## config.mk

```make
export PLATFORM = sky130hd
export DESIGN_NAME = lsnn_step_sequencer
export DESIGN_NICKNAME = d
export VERILOG_FILES = /design/src/rtl/lsnn_step_sequencer.sv
export SDC_FILE = /design/constraint.sdc
export NUM_CORES = 1
export LEC_CHECK = 0
export CAP_MARGIN = 40
export CELL_PAD_IN_SITES_DETAIL_PLACEMENT = 1
export CELL_PAD_IN_SITES_GLOBAL_PLACEMENT = 2
export CORE_ASPECT_RATIO = 0.7
export CORE_MARGIN = 4
export CORE_UTILIZATION = 29
export DETAILED_ROUTE_END_ITERATION = 7
export GPL_TIMING_DRIVEN = 0
export PLACE_DENSITY = 0.65
export SETUP_SLACK_MARGIN = 0.2
export SLEW_MARGIN = 20
export SYNTH_ARGS = -nofsm -noshare
export SYNTH_HDL_FRONTEND = slang
export SYNTH_SLANG_ARGS = --single-unit
```

## constraint.sdc

```tcl
create_clock -name clk -period 9.8 [get_ports clk]
set_input_delay 2.94 -clock clk [delete_from_list [all_inputs] [get_ports clk]]
set_output_delay 2.94 -clock clk [all_outputs]
set_load 0.05 [all_outputs]
```

## src/rtl/lsnn_step_sequencer.sv

```systemverilog
// Timestep scheduler for the LSNN core: on each tick it walks every neuron index through
// the shared update unit, then publishes the spike vector, its popcount and a step counter.
module lsnn_step_sequencer #(
  parameter int NUM_NEURONS = 8,
  parameter int IDX_W       = 3,
  parameter int CNT_W       = 4,
  parameter int STEP_W      = 8,
  parameter int TIMEOUT     = 255
) (
  input  logic                   clk,
  input  logic                   rst,
  input  logic                   enable_i,
  input  logic                   tick_i,
  output logic                   req_valid_o,
  output logic [IDX_W-1:0]       req_idx_o,
  input  logic                   req_ready_i,
  input  logic                   rsp_valid_i,
  input  logic                   rsp_spike_i,
  output logic [NUM_NEURONS-1:0] spikes_o,
  output logic [CNT_W-1:0]       spike_count_o,
  output logic                   step_done_o,
  output logic [STEP_W-1:0]      step_cnt_o,
  output logic                   busy_o,
  output logic                   overrun_o,
  output logic                   timeout_o,
  input  logic                   err_clr_i
);

  typedef enum logic [1:0] {IDLE, ISSUE, WAIT, DONE} state_t;

  localparam logic [IDX_W-1:0] LAST_IDX  = IDX_W'(NUM_NEURONS - 1);
  localparam logic [7:0]       WDOG_LAST = 8'(TIMEOUT - 1);

  state_t                 state, state_n;
  logic [IDX_W-1:0]       idx, idx_n;
  logic [NUM_NEURONS-1:0] shadow, shadow_n;
  logic                   pending, pending_n;
  logic [7:0]             wdog, wdog_n;
  logic [NUM_NEURONS-1:0] spikes_n;
  logic [CNT_W-1:0]       count_n;
  logic [STEP_W-1:0]      step_n;
  logic                   overrun_n, timeout_n;
  logic                   overrun_set, timeout_set;
  logic                   tick_ok;
  logic                   resolve;
  logic                   spike_bit;

  function automatic logic [CNT_W-1:0] popcount(input logic [NUM_NEURONS-1:0] v);
    logic [CNT_W-1:0] c;
    c = '0;
    for (int i = 0; i < NUM_NEURONS; i++) begin
      c = c + CNT_W'(v[i]);
    end
    return c;
  endfunction

  assign req_valid_o = (state == ISSUE);
  assign req_idx_o   = idx;
  assign step_done_o = (state == DONE);
  assign busy_o      = (state != IDLE);
  assign tick_ok     = tick_i & enable_i;

  always_comb begin
    state_n     = state;
    idx_n       = idx;
    shadow_n    = shadow;
    pending_n   = pending;
    wdog_n      = wdog;
    spikes_n    = spikes_o;
    count_n     = spike_count_o;
    step_n      = step_cnt_o;
    overrun_set = 1'b0;
    timeout_set = 1'b0;
    resolve     = 1'b0;
    spike_bit   = 1'b0;

    unique case (state)
      IDLE: begin
        if (tick_ok) begin
          state_n  = ISSUE;
          idx_n    = '0;
          shadow_n = '0;
        end
      end
      ISSUE: begin
        if (req_ready_i) begin
          state_n = WAIT;
          wdog_n  = '0;
        end
      end
      WAIT: begin
        // A response on the final watchdog cycle takes priority over the timeout.
        if (rsp_valid_i) begin
          resolve   = 1'b1;
          spike_bit = rsp_spike_i;
        end else if (wdog == WDOG_LAST) begin
          resolve     = 1'b1;
          timeout_set = 1'b1;
        end else begin
          wdog_n = wdog + 8'd1;
        end
      end
      DONE: begin
        pending_n = 1'b0;
        if (pending || tick_ok) begin
          state_n  = ISSUE;
          idx_n    = '0;
          shadow_n = '0;
        end else begin
          state_n = IDLE;
        end
      end
    endcase

    if (resolve) begin
      for (int i = 0; i < NUM_NEURONS; i++) begin
        if (idx == IDX_W'(i)) shadow_n[i] = spike_bit;
      end
      if (idx == LAST_IDX) begin
        state_n  = DONE;
        spikes_n = shadow_n;
        count_n  = popcount(shadow_n);
        step_n   = step_cnt_o + STEP_W'(1);
      end else begin
        state_n = ISSUE;
        idx_n   = idx + IDX_W'(1);
      end
    end

    // One tick may wait behind the running step; a tick in DONE with nothing queued
    // is consumed directly by the restart above.
    if (tick_ok && (state != IDLE)) begin
      if (pending) begin
        overrun_set = 1'b1;
      end else if (state != DONE) begin
        pending_n = 1'b1;
      end
    end

    overrun_n = overrun_set | (overrun_o & ~err_clr_i);
    timeout_n = timeout_set | (timeout_o & ~err_clr_i);
  end

  always_ff @(posedge clk or posedge rst) begin
    if (rst) begin
      state         <= IDLE;
      idx           <= '0;
      shadow        <= '0;
      pending       <= 1'b0;
      wdog          <= '0;
      spikes_o      <= '0;
      spike_count_o <= '0;
      step_cnt_o    <= '0;
      overrun_o     <= 1'b0;
      timeout_o     <= 1'b0;
    end else begin
      state         <= state_n;
      idx           <= idx_n;
      shadow        <= shadow_n;
      pending       <= pending_n;
      wdog          <= wdog_n;
      spikes_o      <= spikes_n;
      spike_count_o <= count_n;
      step_cnt_o    <= step_n;
      overrun_o     <= overrun_n;
      timeout_o     <= timeout_n;
    end
  end

endmodule
```

# Yosys cells after proc, flatten, opt, wreduce, memory -nomap -nowiden
# Cells that the tools add are included.
# totals
reg_bits	44
input_bits	8
output_inout_bits	28
word_cells	101
# op_classes
add_sub_neg	10
eq_ne	17
muxes	48
bitwise_logic	6
reduce_logical	10
# op_table
operator	count
2-to-1 mux 8 bit	6
case mux 8 bit (2 select lines)	2
2-to-1 mux 1 bit	30
adder 4 x 1 -> 4 bit	4
adder 8 x 1 -> 8 bit, second input constant	2
== test 3 bit, second input constant	4
2-to-1 mux 3 bit	4
== test 8 bit, second input constant	1
2-to-1 mux 2 bit	4
== test 3 x 2 -> 1 bit, second input constant	2
!= test 2 bit, second input constant	3
case mux 2 bit (3 select lines)	1
case mux 3 bit (2 select lines)	1
adder 3 x 1 -> 4 bit	1
== test 2 bit, second input constant	2
AND reduction 4 bit	1
nonzero test 2 bit	2
nonzero test 4 bit	1
adder 2 x 1 -> 3 bit	1
adder 3 x 1 -> 3 bit, second input constant	1
AND 1 bit	3
== test 3 x 1 -> 1 bit, second input constant	1
zero test 3 bit	1
!= test 3 x 1 -> 1 bit, second input constant	1
other kinds (11)	12

# Logic depth before layout (Yosys ltp)
# logic_depth
depth_word	13
depth_mapped	15
ltp_nobuf	14

# Worst setup path after synthesis
# Ideal clock, no wire load.
# synth_timing
path_kind	in2reg
from	in tick_i
to	reg spike_count_o[2]
setup_time_ps	125
arrival_ps	5952
required_time_ps	9675
slack_ps	3724
stages	12
path_cell_list	nand2_1 a2bb2oi_2 a31oi_1 fa_1 fa_1 fa_1 inv_1 ha_1 inv_1 fa_1 xnor2_1 mux2_2
# synth_between
elab_chain_len	13
word_cells_on_any_way	28
classes_between	add/sub: 7; mux: 19; bitwise: 1; reduce/logical: 1
# synth_rtl
item	line_no	rtl
from (decl)	13	input logic tick_i,
AND 1 bit *	61	assign tick_ok = tick_i & enable_i;
logical OR 1 bit	105	if (pending || tick_ok) begin
2-to-1 mux 8 bit	105	
case mux 8 bit (2 select lines) *	77	unique case (state)
2-to-1 mux 1 bit	117	if (idx == IDX_W'(i)) shadow_n[i] = spike_bit;
2-to-1 mux 1 bit	115	if (resolve) begin
adder 1 x 1 -> 2 bit	52	c = c + CNT_W'(v[i]);
adder 2 x 1 -> 3 bit	52	
adder 3 x 1 -> 4 bit	52	
adder 4 x 1 -> 4 bit (3 in a row)	52	
adder 4 x 1 -> 4 bit *	52	
to (signal assigned)	163	spike_count_o <= count_n;
to (decl)	20	output logic [CNT_W-1:0] spike_count_o,
# Every way passes the cells marked *; elsewhere a longest branch is shown, timed or not. The select of a mux whose other input is x is not followed.
# A chain may end at the register's enable or synchronous reset.

# Final worst setup path
# Same ends and word-level chain as after synthesis.

==> impl_metrics.toml <==
[setup_path]
cp_max_fo = 9
worst_setup_path_start_kind = "input pin"
cp-end-kind = "register"
critPathArrivalTime_ns = 6.82
required_ns = 9.97
worstSetupPathType = "in -> reg"

[cells_and_area]
layout_common_cells = "44 x dfrtp_1, 35 x clkdlybuf4s50_1, 31 x a21oi_1"
fillers = 962
final_common_cell = "dfrtp_1"
finalNonFillerCells = 416
antenna_cells = 0
area_delta_synth_final_pct = 27.2
final_nets = 324
drive_above_1_share_pct = 9.80

[power]
p_seq_share_pct = 32.4
powerDensity_nw_per_um2 = 214
peakVddDrop_v = 0.0000908
p_sw_mw = 0.269
switching_share_pct = 39.3
p_leak_nw = 1.41
comb_power_share_pct = 39.5
p_int_mw = 0.414
clkPwrFrac_pct = 28.1

[clock_network]
htreeDepth = 2
numCtsBuffers = 5
root_buffer = "clkbuf_16"
postCtsSetupBuffers = 0
insertion_delay_ns = 0.29
cts_max_path_buffers = 2
cts_sinks = 44
postCtsHoldBufs = 0
cts_resized = 0
clkTransAtPathRegs_ns = 0.07
tritoncts = "yes"

[synth]
postSynthCellCount = 252
yosysWarnings = 0
synth_enable_flop_cells = 0
avgSynthCellArea_um2 = 9.97
syn_nets = 281
synthArstFlopShare_pct = 100
yosys_register_bits = 44
syn_area_um2 = 2510
synthFlopType = "dfrtp_1"
ys_types = 48
ys_seq_area_share_pct = 43.8

[placed_design]
dp_hpwl_um = 4990
placed_cells_incl_taps = 408
gp_congestion = 0.766
io_buffers = 35

[die]
start_util_pct = 29.8
die_w_um = 119
io-pin-count = 36
coreArea_um2 = 8440
rows = 28
die_h_um = 85.9
die-area_um2 = 10200

[detailed_routing]
wire_per_inst_um = 16.2
drc = 0
drt_iter0_markers = 54
detail_route.vias_per_cell = 4.76
vias = 1981
ant_nets = 0
drtPass1Iterations = 4
drt-total-wl_um = 6730

[global_route]
grt_max_degree = 30
grt_remaining_overflow = 0
antenna_found_initial = 0
grt_util_all_layers_pct = 14.0
grt_pass1_vias = 2120
grt_pass1_wl_um = 11200

[sta]
slew_violations = 0
fmax_ghz = 0.150
fin_crit_ns = 6.65
grt_setup_unrepaired = "no"
finalCritPeriodShare_pct = 67.9
max_slew_margin_pct = 65.6
tns_ns = 0
setup_violations = 0
hold_viol_final = 0
skew_ns = 0.00890
worst-slew-pin-transition_ns = 0.515

[flow_run]
drv_cap = 0

[run_status]
status = "finished, final reports clean"

[min_path]
hold_path.class = "reg -> reg"
Yosys cell counts (all sizes together), types with 2 or more instances:
library cell / n / share of area, %
o21ai: 16 / 3.3
nand2: 19 / 3.0
nand4: 5 / 1.8
or4: 2 / 0.60
inv: 21 / 3.1
fa: 4 / 3.2
nand2b: 7 / 1.8
a31oi: 6 / 1.5
and3: 5 / 1.2
buf: 9 / 2.9
nor3: 4 / 1.6
a21oi: 31 / 6.2
o31ai: 5 / 1.5
ha: 17 / 8.5
dfrtp: 44 / 44
mux2: 3 / 1.3
nor2: 13 / 2.0
nand3: 11 / 2.2
mux2i: 3 / 1.2
o21a: 4 / 1.2
xnor2: 2 / 0.70
xor2: 6 / 2.1
per-stage QoR:
stage	hold WS, ns	utilization, %	power [mW]	setup WS, ns	instance area (µm²)
2_1_floorplan	0.463	-	0.412	3.72	2510
3_3_place_gp	0.457	35.7	0.492	2.83	3010
3_5_place_dp	0.466	35.9	0.497	2.79	3030
4_1_cts	0.475	37.9	0.696	3.10	3200
5_1_grt	0.479	37.9	0.734	2.87	3200
6_report	0.466	37.9	0.683	3.15	3200
layout make-up:
| type | count | area (µm²) | share of cell area (%) |
|---|---|---|---|
| clock inverters | 2 | 35.0 | 1.10 |
| clock buffers | 6 | 129 | 4.03 |
| inverters | 21 | 78.8 | 2.47 |
| multi-input cells | 177 | 1250 | 39.3 |
| well taps | 120 | 150 | 4.70 |
| plain buffers | 10 | 77.6 | 2.43 |
| flip-flops and latches | 44 | 1100 | 34.4 |
| repair buffers | 36 | 370 | 11.6 |
kinds of logic (layout without fill, tap and decap cells):
family | count (synthesis) | after routing | share of synthesized area [%]
AO/OA/AOI/OAI | 73 | 73 | 17.7
XOR/XNOR | 8 | 8 | 2.79
adder cells (fa/ha/maj) | 21 | 21 | 11.7
buffers and inverters | 31 | 75 | 6.23
flip-flops | 44 | 44 | 43.8
multiplexers | 6 | 6 | 2.54
AND/OR/NAND/NOR | 69 | 69 | 15.3
power by group through the flow:
| stage | combinational [mW] | sequential [mW] | clock [mW] |
|---|---|---|---|
| 5_1_grt | 0.303 | 0.225 | 0.206 |
| 3_3_place_gp | 0.268 | 0.224 | 0 |
| 6_report | 0.270 | 0.221 | 0.192 |
| 2_1_floorplan | 0.180 | 0.232 | 0 |
| 4_1_cts | 0.275 | 0.222 | 0.200 |
| 3_5_place_dp | 0.272 | 0.225 | 0 |
routing by layer:
layer / part of all wire (%) / GRT usage (%)
met2: 40 / 20.1
met1: 54 / 20.6
met3: 4.1 / 3.63
met5: 0 / 0
met4: 1.4 / 4.31
registers in the layout, indices dropped and copies added, names as in the netlist:
name / count
pending: 1
step_cnt_o: 8
req_idx_o: 3
wdog: 8
overrun_o: 1
timeout_o: 1
spikes_o: 8
shadow: 8
state: 2
spike_count_o: 4
worst max-delay path, cell delays in order:
cell and delay (ns):
clkdlybuf4s50_1 0.45, nand2_1 0.16, a2bb2oi_2 0.43, a31oi_1 0.29, fa_1 0.54, fa_1 0.53, fa_1 0.42, inv_1 0.08
ha_1 0.16, inv_1 0.06, fa_1 0.38, xnor2_1 0.14, mux2_2 0.26
path summary, 6_finish.rpt:
kind / from / slack [ns] / end / cells after the start
worst min register to register: step_cnt_o[7]$_DFFE_PP0P_ / 0.47 / step_cnt_o[7]$_DFFE_PP0P_ / 1
worst min-delay path: step_cnt_o[7]$_DFFE_PP0P_ / 0.47 / step_cnt_o[7]$_DFFE_PP0P_ / 1
worst max register to register: state[1]$_DFFE_PP0P_ / 5.47 / spike_count_o[2]$_DFFE_PP0P_ / 14
max in group asynchronous: rst / 6.35 / pending$_DFF_PP0_ / 3
min in group asynchronous: rst / 2.95 / wdog[3]$_DFFE_PP0P_ / 2
worst max-delay path: tick_i / 3.15 / spike_count_o[2]$_DFFE_PP0P_ / 13
(Power assumes the default switching activity.)
